<file path="src/rtl/rx_acquire_pkg.sv">
// rx_acquire_pkg: shared definitions for the rx acquisition slice.
//   - default widths/depth for rx_acquire
//   - FSM state enum (IDLE, ACQ)
//   - FIFO entry struct {last, data[, tstamp]}
//   - eff_decim(): maps a decimation request of 0 to 1
// Optional macro RX_ACQ_TIMESTAMP_EN adds a 32-bit timestamp field to the entry.
package rx_acquire_pkg;

    localparam int unsigned DATA_W_DEF     = 16;
    localparam int unsigned ACC_W_DEF      = 32;
    localparam int unsigned FIFO_DEPTH_DEF = 16;
    localparam int unsigned TSTAMP_W       = 32;

    typedef enum logic [0:0] {
        IDLE = 1'b0,
        ACQ  = 1'b1
    } acq_state_e;

    typedef struct packed {
        logic                 last;
        logic [ACC_W_DEF-1:0] data;
`ifdef RX_ACQ_TIMESTAMP_EN
        logic [TSTAMP_W-1:0]  tstamp;
`endif
    } fifo_entry_t;

    function automatic logic [15:0] eff_decim(input logic [15:0] d);
        return (d == 16'd0) ? 16'd1 : d;
    endfunction

endpackage

</file>
<file path="src/rtl/rx_acquire_if.sv">
// rx_acquire_if: decimated output stream (valid/ready).
//   out_data  : signed decimated sum
//   out_valid : out_data/out_last valid
//   out_ready : consumer accepts when out_valid && out_ready
//   out_last  : final word of an rx window
//   out_tstamp: word timestamp (only with RX_ACQ_TIMESTAMP_EN)
// master = producer (rx_acquire), slave = consumer.
interface rx_acquire_if import rx_acquire_pkg::*; #(
    parameter int unsigned ACC_W = ACC_W_DEF
) ();
    logic [ACC_W-1:0]    out_data;
    logic                out_valid;
    logic                out_ready;
    logic                out_last;
`ifdef RX_ACQ_TIMESTAMP_EN
    logic [TSTAMP_W-1:0] out_tstamp;
`endif

    modport master (
        input  out_ready,
        output out_data, out_valid, out_last
`ifdef RX_ACQ_TIMESTAMP_EN
        , output out_tstamp
`endif
    );

    modport slave (
        output out_ready,
        input  out_data, out_valid, out_last
`ifdef RX_ACQ_TIMESTAMP_EN
        , input out_tstamp
`endif
    );
endinterface

</file>
<file path="src/rtl/rx_acq_fifo.sv">
// rx_acq_fifo: synchronous show-ahead FIFO with up to two pushes per cycle.
//   clk, rst        : clock, async active-high reset (pointers/count only)
//   push0_i/din0_i  : first write
//   push1_i/din1_i  : second write, only used together with push0_i
//   pop_i           : consume head (ignored when empty)
//   dout_o          : head entry (show-ahead)
//   full_o, empty_o : occupancy flags
//   free2_o         : at least two free entries
// Callers must not push beyond the free space.
module rx_acq_fifo #(
    parameter int unsigned WIDTH = 8,
    parameter int unsigned DEPTH = 16
) (
    input  logic             clk,
    input  logic             rst,
    input  logic             push0_i,
    input  logic [WIDTH-1:0] din0_i,
    input  logic             push1_i,
    input  logic [WIDTH-1:0] din1_i,
    input  logic             pop_i,
    output logic [WIDTH-1:0] dout_o,
    output logic             full_o,
    output logic             empty_o,
    output logic             free2_o
);
    localparam int unsigned AW = $clog2(DEPTH);

    logic [WIDTH-1:0] mem_q [DEPTH];
    logic [AW-1:0]    wr_q, rd_q;
    logic [AW:0]      cnt_q;
    logic [1:0]       n_push;
    logic             do_pop;

    assign n_push  = {1'b0, push0_i} + {1'b0, push1_i};
    assign do_pop  = pop_i && !empty_o;
    assign empty_o = (cnt_q == '0);
    assign full_o  = (cnt_q == (AW+1)'(DEPTH));
    assign free2_o = (cnt_q <= (AW+1)'(DEPTH - 2));
    assign dout_o  = mem_q[rd_q];

    always_ff @(posedge clk) begin
        if (push0_i) mem_q[wr_q] <= din0_i;
        if (push1_i) mem_q[wr_q + AW'(1)] <= din1_i;
    end

    always_ff @(posedge clk or posedge rst) begin
        if (rst) begin
            wr_q  <= '0;
            rd_q  <= '0;
            cnt_q <= '0;
        end else begin
            wr_q  <= wr_q + AW'(n_push);
            rd_q  <= rd_q + AW'(do_pop);
            cnt_q <= cnt_q + (AW+1)'(n_push) - (AW+1)'(do_pop);
        end
    end
endmodule

</file>
<file path="src/rtl/rx_acquire.sv">
// rx_acquire: boxcar-decimates ADC samples during each rx window, buffers the
// words in a FIFO and streams them with the window's final word tagged last.
//   clk, rst   : clock, async active-high reset
//   enable     : acquisition enable (0->1 also clears overflow)
//   rx         : receive-window gate
//   adc_data   : signed sample, adc_valid qualifies it
//   decim      : samples per word (0 treated as 1)
//   out_if     : output stream (rx_acquire_if master)
//   rec_count  : completed windows since reset (wraps)
//   overflow   : sticky, a word was dropped on a full FIFO
//   busy       : in ACQ state
// Optional macro RX_ACQ_TIMESTAMP_EN adds out_if.out_tstamp.
module rx_acquire import rx_acquire_pkg::*; #(
    parameter int unsigned DATA_W     = DATA_W_DEF,
    parameter int unsigned ACC_W      = ACC_W_DEF,
    parameter int unsigned FIFO_DEPTH = FIFO_DEPTH_DEF
) (
    input  logic              clk,
    input  logic              rst,
    input  logic              enable,
    input  logic              rx,
    input  logic [DATA_W-1:0] adc_data,
    input  logic              adc_valid,
    input  logic [15:0]       decim,
    rx_acquire_if.master      out_if,
    output logic [15:0]       rec_count,
    output logic              overflow,
    output logic              busy
);
    acq_state_e       state_q, state_d;
    logic             rx_d_q, en_d_q;
    logic [15:0]      decim_q, decim_d, cnt_q, cnt_d;
    logic [ACC_W-1:0] acc_q, acc_d;
    logic             hold_v_q, hold_v_d, pend_v_q, pend_v_d;
    fifo_entry_t      hold_q, hold_d, pend_q, pend_d;
    logic [15:0]      rec_q, rec_d;
    logic             ovf_q, ovf_d;
`ifdef RX_ACQ_TIMESTAMP_EN
    logic [TSTAMP_W-1:0] ts_q, ts_d;
`endif

    logic             rise, fall;
    logic [ACC_W-1:0] sum;
    fifo_entry_t      partial, req_e, din0, din1, dout;
    logic             req_v, push0, push1, pop, full, empty, free2;

    assign rise = rx && !rx_d_q;
    assign fall = !rx && rx_d_q;

    rx_acq_fifo #(
        .WIDTH ($bits(fifo_entry_t)),
        .DEPTH (FIFO_DEPTH)
    ) u_fifo (
        .clk     (clk),
        .rst     (rst),
        .push0_i (push0),
        .din0_i  (din0),
        .push1_i (push1),
        .din1_i  (din1),
        .pop_i   (pop),
        .dout_o  (dout),
        .full_o  (full),
        .empty_o (empty),
        .free2_o (free2)
    );

    always_comb begin
        state_d  = state_q;
        decim_d  = decim_q;
        cnt_d    = cnt_q;
        acc_d    = acc_q;
        hold_v_d = hold_v_q;
        hold_d   = hold_q;
        pend_v_d = 1'b0;
        pend_d   = pend_q;
        rec_d    = rec_q;
        ovf_d    = ovf_q;
        sum      = acc_q + ACC_W'($signed(adc_data));
        partial  = '0;
        partial.last = 1'b1;
        partial.data = acc_q;
`ifdef RX_ACQ_TIMESTAMP_EN
        partial.tstamp = ts_q;
`endif
        req_v    = 1'b0;
        req_e    = '0;
        push0    = 1'b0;
        push1    = 1'b0;
        din0     = '0;
        din1     = '0;

        if (enable && !en_d_q) ovf_d = 1'b0;

        // Final partial deferred from a close that lacked room for two words.
        if (pend_v_q) begin
            req_v = 1'b1;
            req_e = pend_q;
        end

        case (state_q)
            IDLE: begin
                if (rise && enable) begin
                    state_d  = ACQ;
                    decim_d  = eff_decim(decim);
                    acc_d    = '0;
                    cnt_d    = '0;
                    hold_v_d = 1'b0;
                end
            end
            ACQ: begin
                if (!enable) begin
                    state_d  = IDLE;
                    acc_d    = '0;
                    cnt_d    = '0;
                    hold_v_d = 1'b0;
                end else if (fall) begin
                    state_d  = IDLE;
                    acc_d    = '0;
                    cnt_d    = '0;
                    hold_v_d = 1'b0;
                    if (cnt_q != '0) begin
                        rec_d = rec_q + 16'd1;
                        if (hold_v_q && free2) begin
                            push0 = 1'b1;
                            din0  = hold_q;
                            din0.last = 1'b0;
                            push1 = 1'b1;
                            din1  = partial;
                        end else if (hold_v_q) begin
                            req_v = 1'b1;
                            req_e = hold_q;
                            req_e.last = 1'b0;
                            pend_v_d = 1'b1;
                            pend_d   = partial;
                        end else begin
                            req_v = 1'b1;
                            req_e = partial;
                        end
                    end else if (hold_v_q) begin
                        rec_d = rec_q + 16'd1;
                        req_v = 1'b1;
                        req_e = hold_q;
                        req_e.last = 1'b1;
                    end
                end else if (adc_valid) begin
                    if (cnt_q == decim_q - 16'd1) begin
                        acc_d    = '0;
                        cnt_d    = '0;
                        hold_v_d = 1'b1;
                        hold_d   = '0;
                        hold_d.data = sum;
`ifdef RX_ACQ_TIMESTAMP_EN
                        hold_d.tstamp = ts_q;
`endif
                        if (hold_v_q) begin
                            req_v = 1'b1;
                            req_e = hold_q;
                            req_e.last = 1'b0;
                        end
                    end else begin
                        acc_d = sum;
                        cnt_d = cnt_q + 16'd1;
                    end
                end
            end
            default: state_d = IDLE;
        endcase

        // Single-word pushes share one path; a full FIFO drops the word.
        if (req_v) begin
            if (full) begin
                ovf_d = 1'b1;
            end else begin
                push0 = 1'b1;
                din0  = req_e;
            end
        end
    end

`ifdef RX_ACQ_TIMESTAMP_EN
    assign ts_d = rise ? '0 : ts_q + 1'b1;
`endif

    always_ff @(posedge clk or posedge rst) begin
        if (rst) begin
            state_q  <= IDLE;
            rx_d_q   <= 1'b0;
            en_d_q   <= 1'b0;
            decim_q  <= 16'd1;
            cnt_q    <= '0;
            acc_q    <= '0;
            hold_v_q <= 1'b0;
            hold_q   <= '0;
            pend_v_q <= 1'b0;
            pend_q   <= '0;
            rec_q    <= '0;
            ovf_q    <= 1'b0;
`ifdef RX_ACQ_TIMESTAMP_EN
            ts_q     <= '0;
`endif
        end else begin
            state_q  <= state_d;
            rx_d_q   <= rx;
            en_d_q   <= enable;
            decim_q  <= decim_d;
            cnt_q    <= cnt_d;
            acc_q    <= acc_d;
            hold_v_q <= hold_v_d;
            hold_q   <= hold_d;
            pend_v_q <= pend_v_d;
            pend_q   <= pend_d;
            rec_q    <= rec_d;
            ovf_q    <= ovf_d;
`ifdef RX_ACQ_TIMESTAMP_EN
            ts_q     <= ts_d;
`endif
        end
    end

    assign pop              = !empty && out_if.out_ready;
    assign out_if.out_valid = !empty;
    assign out_if.out_data  = empty ? '0 : dout.data;
    assign out_if.out_last  = !empty && dout.last;
`ifdef RX_ACQ_TIMESTAMP_EN
    assign out_if.out_tstamp = empty ? '0 : dout.tstamp;
`endif
    assign rec_count = rec_q;
    assign overflow  = ovf_q;
    assign busy      = (state_q == ACQ);
endmodule

</file>
<file path="src/flat_wrapper.sv">
// flat-port wrapper written by rule: the top's interface ports become plain ports
module rx_acquire_flat import rx_acquire_pkg::*;
#(
    parameter int unsigned DATA_W     = DATA_W_DEF,
    parameter int unsigned ACC_W      = ACC_W_DEF,
    parameter int unsigned FIFO_DEPTH = FIFO_DEPTH_DEF
)
  (clk, rst, enable, rx, adc_data, adc_valid, decim, rec_count, overflow, busy, out_if_out_ready, out_if_out_data, out_if_out_valid, out_if_out_last);
  rx_acquire_if #(.ACC_W(ACC_W)) out_if_i ();
  input  logic clk;
  input  logic rst;
  input  logic enable;
  input  logic rx;
  input  logic [DATA_W-1:0] adc_data;
  input  logic adc_valid;
  input  logic [15:0] decim;
  output logic [15:0] rec_count;
  output logic overflow;
  output logic busy;
  input wire logic [$bits(out_if_i.out_ready)-1:0] out_if_out_ready;
  output wire logic [$bits(out_if_i.out_data)-1:0] out_if_out_data;
  output wire logic [$bits(out_if_i.out_valid)-1:0] out_if_out_valid;
  output wire logic [$bits(out_if_i.out_last)-1:0] out_if_out_last;
  assign out_if_i.out_ready = out_if_out_ready;
  assign out_if_out_data = out_if_i.out_data;
  assign out_if_out_valid = out_if_i.out_valid;
  assign out_if_out_last = out_if_i.out_last;
  rx_acquire #(.DATA_W(DATA_W), .ACC_W(ACC_W), .FIFO_DEPTH(FIFO_DEPTH)) u_core (.clk(clk), .rst(rst), .enable(enable), .rx(rx), .adc_data(adc_data), .adc_valid(adc_valid), .decim(decim), .out_if(out_if_i), .rec_count(rec_count), .overflow(overflow), .busy(busy));
endmodule
</file>
<file path="config.mk">
export PLATFORM = sky130hd
export DESIGN_NAME = rx_acquire_flat
export DESIGN_NICKNAME = d
export VERILOG_FILES = /design/src/rtl/rx_acquire_pkg.sv /design/src/rtl/rx_acquire_if.sv /design/src/rtl/rx_acq_fifo.sv /design/src/rtl/rx_acquire.sv /design/src/flat_wrapper.sv
export SDC_FILE = /design/constraint.sdc
export NUM_CORES = 2
export LEC_CHECK = 0
export BUFFER_PORTS_ARGS = -buffer_cell sky130_fd_sc_hd__buf_2
export CAP_MARGIN = 20
export CORE_MARGIN = 2
export CORE_UTILIZATION = 30
export CTS_BUF_LIST = sky130_fd_sc_hd__clkbuf_2
export CTS_CLUSTER_SIZE = 14
export DETAILED_ROUTE_END_ITERATION = 16
export PLACE_DENSITY = 0.5
export SLEW_MARGIN = 20
export SYNTH_ARGS = -nofsm -noshare
export SYNTH_HDL_FRONTEND = slang
export SYNTH_SLANG_ARGS = --single-unit
</file>
<file path="constraint.sdc">
create_clock -name clk -period 12.01 [get_ports clk]
set_input_delay 0.6005 -clock clk [delete_from_list [all_inputs] [get_ports clk]]
set_output_delay 0.6005 -clock clk [all_outputs]
set_load 0.005 [all_outputs]
</file>
Yosys cells after proc, flatten, opt, wreduce, memory -nomap -nowiden --
Memories as Yosys holds them, arrays and structs flattened. Cells that the tools add are included. Widths: inputs -> output; s select.
Storage, ports and cells: register bits 164, memory bits (writable) 528, input bits 38, output and inout port bits 52, logic and storage cells 136, memories 1
Memories:
- u_core.u_fifo.mem_q | depth 16, width 33, rd ports 1, clocked after memory_dff 0, write ports 2, line rx_acq_fifo.sv:28 | logic [WIDTH-1:0] mem_q [DEPTH];
Cells by class: add/subtract/negate cells 10, order comparisons 1, equality and inequality tests 5, multiplexer cells 78, bitwise gates (word level) 3, reduce and logical (&&, ||, !) cells 22
Operator list (number):
- $mux 33 | 22
- $mux 32 | 7
- $mux 16 | 8
- $pmux 32 s2 | 1
- $mux 1 | 37
- $add 16x1->16 const B | 2
- $add 32x32->32 | 1
- $pmux 16 s2 | 1
- $eq 16x16->1 | 1
- $logic_not 16->1 | 1
- $reduce_bool 16->1 | 1
- $sub 16x1->16 const B | 1
- $logic_and 1x1->1 | 8
- $ne 4x4->1 const B | 2
- $reduce_and 6->1 | 1
- $add 5x2->5 | 1
- $eq 5x5->1 const B | 1
- $le 5x4->1 const B | 1
- $logic_not 5->1 | 1
- $reduce_and 5->1 | 1
- $sub 5x1->5 | 1
- $add 4x1->4 | 1
- $add 4x1->4 const B | 1
- $add 4x2->4 | 1
- 9 further kinds | 16

Logic depth before layout (Yosys ltp) --
depth in word-level cells 12, gate-level depth with buffers 22, mapped depth without buffers 21

Hierarchy --
Synthesis repeated with hierarchy kept, for this count alone.
Unflattened totals: cells, all modules 2983, area total of the unflattened synthesis 38508.2 sq um
By module, submodules not included:
- rx_acq_fifo | times used 1, cells an instance 1610, area each 27695.3 sq um, seq. area each 16180.5 sq um
- rx_acquire | times used 1, cells an instance 1373, area each 10812.9 sq um, seq. area each 3779.9 sq um

Worst setup path after synthesis --
No wires, ideal clock.
kind reg-to-reg, from register u_core.decim_q[2], to memory u_core.u_fifo.mem_q[1][0] (netlist bit) (enable), setup time 0.518 ns, arrival time 6.157 ns, required time 11.492 ns, setup slack 5.335 ns, cell stages (with the launch flop) 11, buffers on the path 2, clock period less this slack 6.675 ns, path through dfrtp_1 > buf_6 > or3_1 > or4_1 > xnor2_1 > nor4_2 > a41oi_2 > buf_2 > nor3_1 > o2bb2ai_1 > nor4b_1
RTL lines:
- start, declared | line rx_acquire.sv:32 | logic [15:0] decim_q, decim_d, cnt_q, cnt_d;
- start signal, assigned | line rx_acquire.sv:205 | decim_q <= decim_d;
- end, declared | line rx_acq_fifo.sv:28

Worst setup path after layout --
from register u_core.u_fifo.rd_q[1], to output port out_if_out_data[20]
On the way: longest elaborated chain between the ends 2
RTL lines:
- start, declared | line rx_acq_fifo.sv:29 | logic [AW-1:0] wr_q, rd_q;
- start signal, assigned | line rx_acq_fifo.sv:53 | rd_q <= rd_q + AW'(do_pop);
- $mem_v2 16x33
- $mux 32 | line rx_acquire.sv:222 | assign out_if.out_data = empty ? '0 : dout.data;
- end, declared | line flat_wrapper.sv:21 | output wire logic [$bits(out_if_i.out_data)-1:0] out_if_out_data;
Every way passes these cells.

==> metrics.yaml <==
worstPathRequired_ns: 11.41
synth-seq-cells: 692
stdcell_count: 5393
grt_pass1_vias: 27470
synth_compound_area_share_pct: 15.39
fp.dieW_um: 358.1
h-tree-depth: 4
portBuffers: 89
path_class: "register to primary output"
final_nets: 3700
cts_resized: 0
setup_violations: 0
vias: 28160
p_leak_uw: 0.01792
antenna_found_initial: 4
routed_wl_mm: 122.1
arrival_ns: 5.27
synth_common_cells: "nor2_1 (708), edfxtp_1 (528), a21oi_1 (526)"
p_sw_uw: 2278
first_iter_violations: 2660
area_growth_syn_to_layout_pct: 11.46
synth_top_area_share_pct: 42.15
p_int_uw: 3924
drv_cap: 0
skew_ns: 0.2099
drt_drc_violations_left: 0
dieArea_um2: 128200
antenna_left: 0
cts.sinks: 692
synth_area_leaders: "edfxtp_1 (42%), dfrtp_1 (11%), nor2_1 (7.1%), a21oi_1 (7.0%), mux2i_1 (4.3%)"
maxSlewViolCount: 0
gp_congestion: 0.7736
synthFlopType: "edfxtp_1"
grt_pass1_wl_mm: 181.3
cts_tree: "built"
run_status: "complete, no violations"
hold_path_class: "primary input to register"
switching_share_pct: 36.73
grt_overflow_total: 0
fmax_mhz: 170.4
dieHeight_um: 358.1
grt_max_degree: 117
ios: 90
fin_crit_sh_pct: 48.87
ir_worst_vdd_uv: 165.9
clkPwrFrac_pct: 27.9
wl_per_cell_um: 22.64
grt.total_usage_pct: 19.00
tightestPinTransition_ns: 1.153
synth.distinct_cells: 79
synthAdderAreaFrac_pct: 1.756
dpl.cell_count: 4995
synth_warnings: 0
synth-edff-count: 528
combPwrFrac_pct: 27.0
min_period_ns: 5.869
yosysTopAreaCell: "edfxtp_1"
drive_gt1_share_pct: 20.36
synthMuxAreaShare_pct: 11.46
drt_pass1_iterations: 6
crit_path_end_kind: "primary output"
cts_buffers: 187
seqPwrFrac_pct: 45.0
synth_top_family_by_area: "compound AO/OA/AOI/OAI gates"
syn_area_per_cell_um2: 10.67
clk_latency_ns: 1.57
clockBufferDepth: 3
cts_root_buffer: "clkbuf_2"
ys_async_sr_fraction_pct: 23.70
synth_nets: 3616
slew-limit-headroom_pct: 22.93
path_clk_slew_ns: 0.11
power_density_nw_per_um2: 147.9
synth_most_common_cell: "nor2_1"
ys_seq_area_share_pct: 53.06
worst-path-max-fanout: 49
synthCells: 3527
start_kind: "register"
dp_hpwl_mm: 71.60
rsz0062_at_grt: "no"
vias_per_cell: 5.221
core-area_um2: 124100
netlist_area_um2: 37620
initial_utilization_pct: 30.31
synthSimpleGateAreaFrac_pct: 12.12
synth_xor_area_share_pct: 2.049
hold_viol_final: 0
row_count: 129
final.setup.tns_ns: 0
-- through the flow --
| step | instance area, µm² | hold WS (ns) | worst slack [ns] | util [%] | total power, µW |
|---|---|---|---|---|---|
| floorplan | 37620 | 0.4652 | 5.335 | - | 3846 |
| global placement | 39570 | 0.4629 | 6.525 | 31.88 | 4519 |
| detailed placement | 39590 | 0.4594 | 6.542 | 31.89 | 4525 |
| CTS | 41900 | 0.04569 | 5.828 | 33.75 | 6284 |
| global route | 41930 | 0.07705 | 5.808 | 33.78 | 6542 |
| finish | 41930 | 0.1926 | 6.141 | 33.78 | 6202 |
-- cell families after synthesis --
group                    after synthesis
AO/OA/AOI/OAI                        920
XOR/XNOR                              88
adder cells (fa/ha/maj)               51
buffers and inverters                378
flip-flops                           692
multiplexers                         325
AND/OR/NAND/NOR                     1073
-- metal layers --
layer	vias to the layer above	part of all wire [%]	routed length [µm]	track usage (%)
li1	13080	-	-	-
met1	13820	44	53490	25.86
met2	1062	47	57910	30.74
met3	200	6.2	7580	3.043
met4	0	2.6	3114	6.435
met5	-	0	0	0
-- cells in the final DEF (no fill, tap or decap), drive strengths merged, types with 16 or more instances in the layout --
master / instances
a21o: 17
o21ai: 110
and2: 34
buf: 156
nor4: 16
dlygate4sd3: 63
xnor2: 57
nor3: 74
dfrtp: 163
mux2i: 170
edfxtp: 528
mux2: 89
o221ai: 46
clkbuf: 293
o22ai: 16
nand4: 16
ha: 48
inv: 57
mux4: 66
a21oi: 567
a21boi: 34
nor2: 708
a22o: 33
nand3: 27
nand2: 142
o21a: 19
xor2: 31
clkinv: 27
a22oi: 18
-- flip-flops by register name (all words and copies together) (netlist names) --
register             count
u_core.overflow          1
u_core.u_fifo.cnt_q      5
u_core.u_fifo.rd_q       4
u_core.decim_q          16
u_core.hold_q           32
u_core.rx_d_q            1
u_core.acc_q            32
u_core.busy              1
u_core.en_d_q            1
u_core.hold_v_q          1
u_core.cnt_q            16
u_core.pend_v_q          1
u_core.rec_count        16
u_core.u_fifo.wr_q       4
u_core.pend_q           33
u_core.u_fifo.mem_q    528
-- cell type report --
type | count | area [µm²]
antenna | 8 | 20.02
sequential | 692 | 19970
clock inverter | 33 | 212.7
multi-input combinational | 2457 | 16400
timing repair buffer | 219 | 1603
inverter | 54 | 210.2
clock buffer | 293 | 1466
fill | 12450 | 82190
tap | 1637 | 2048
-- what timing repair did --
item	CTS	global route
hold endpoints to repair	221	0
setup buffers	0	0
hold buffers	63	0
-- worst max-delay path, stage by stage, from the launching register on --
cell	delay, ns
dfrtp_4	0.73
buf_4	0.75
nand2_4	0.38
buf_4	0.53
nor2_1	0.24
nor2_1	0.05
o21ai_0	0.11
a21boi_0	0.13
nor3_1	0.58
buf_2	0.26
-- power by group through the flow --
stage / logic [µW] / registers, µW / clock network, µW
after global placement: 1670 / 2850 / 0
after detailed placement: 1680 / 2840 / 0
after global routing: 1820 / 2810 / 1910
final: 1680 / 2790 / 1730
after CTS: 1710 / 2790 / 1790
after floorplan: 1180 / 2670 / 0
-- path summary, 6_finish.rpt --
kind                                          endpoint  slack (ns)                  start  cells past startpoint
min in group asynchronous          u_core.rec_count[0]        0.38                    rst                      4
worst max register to register  u_core.u_fifo.cnt_q[4]        6.59      u_core.decim_q[2]                     19
worst min register to register    u_core.rec_count[15]        0.47   u_core.rec_count[15]                      1
worst min-delay path                   u_core.overflow        0.19                 enable                      4
worst max-delay path               out_if_out_data[20]        6.14  u_core.u_fifo.rd_q[1]                      9
max in group asynchronous             u_core.hold_q[0]       10.17                    rst                      5
Power figures use the tool's default switching activity.
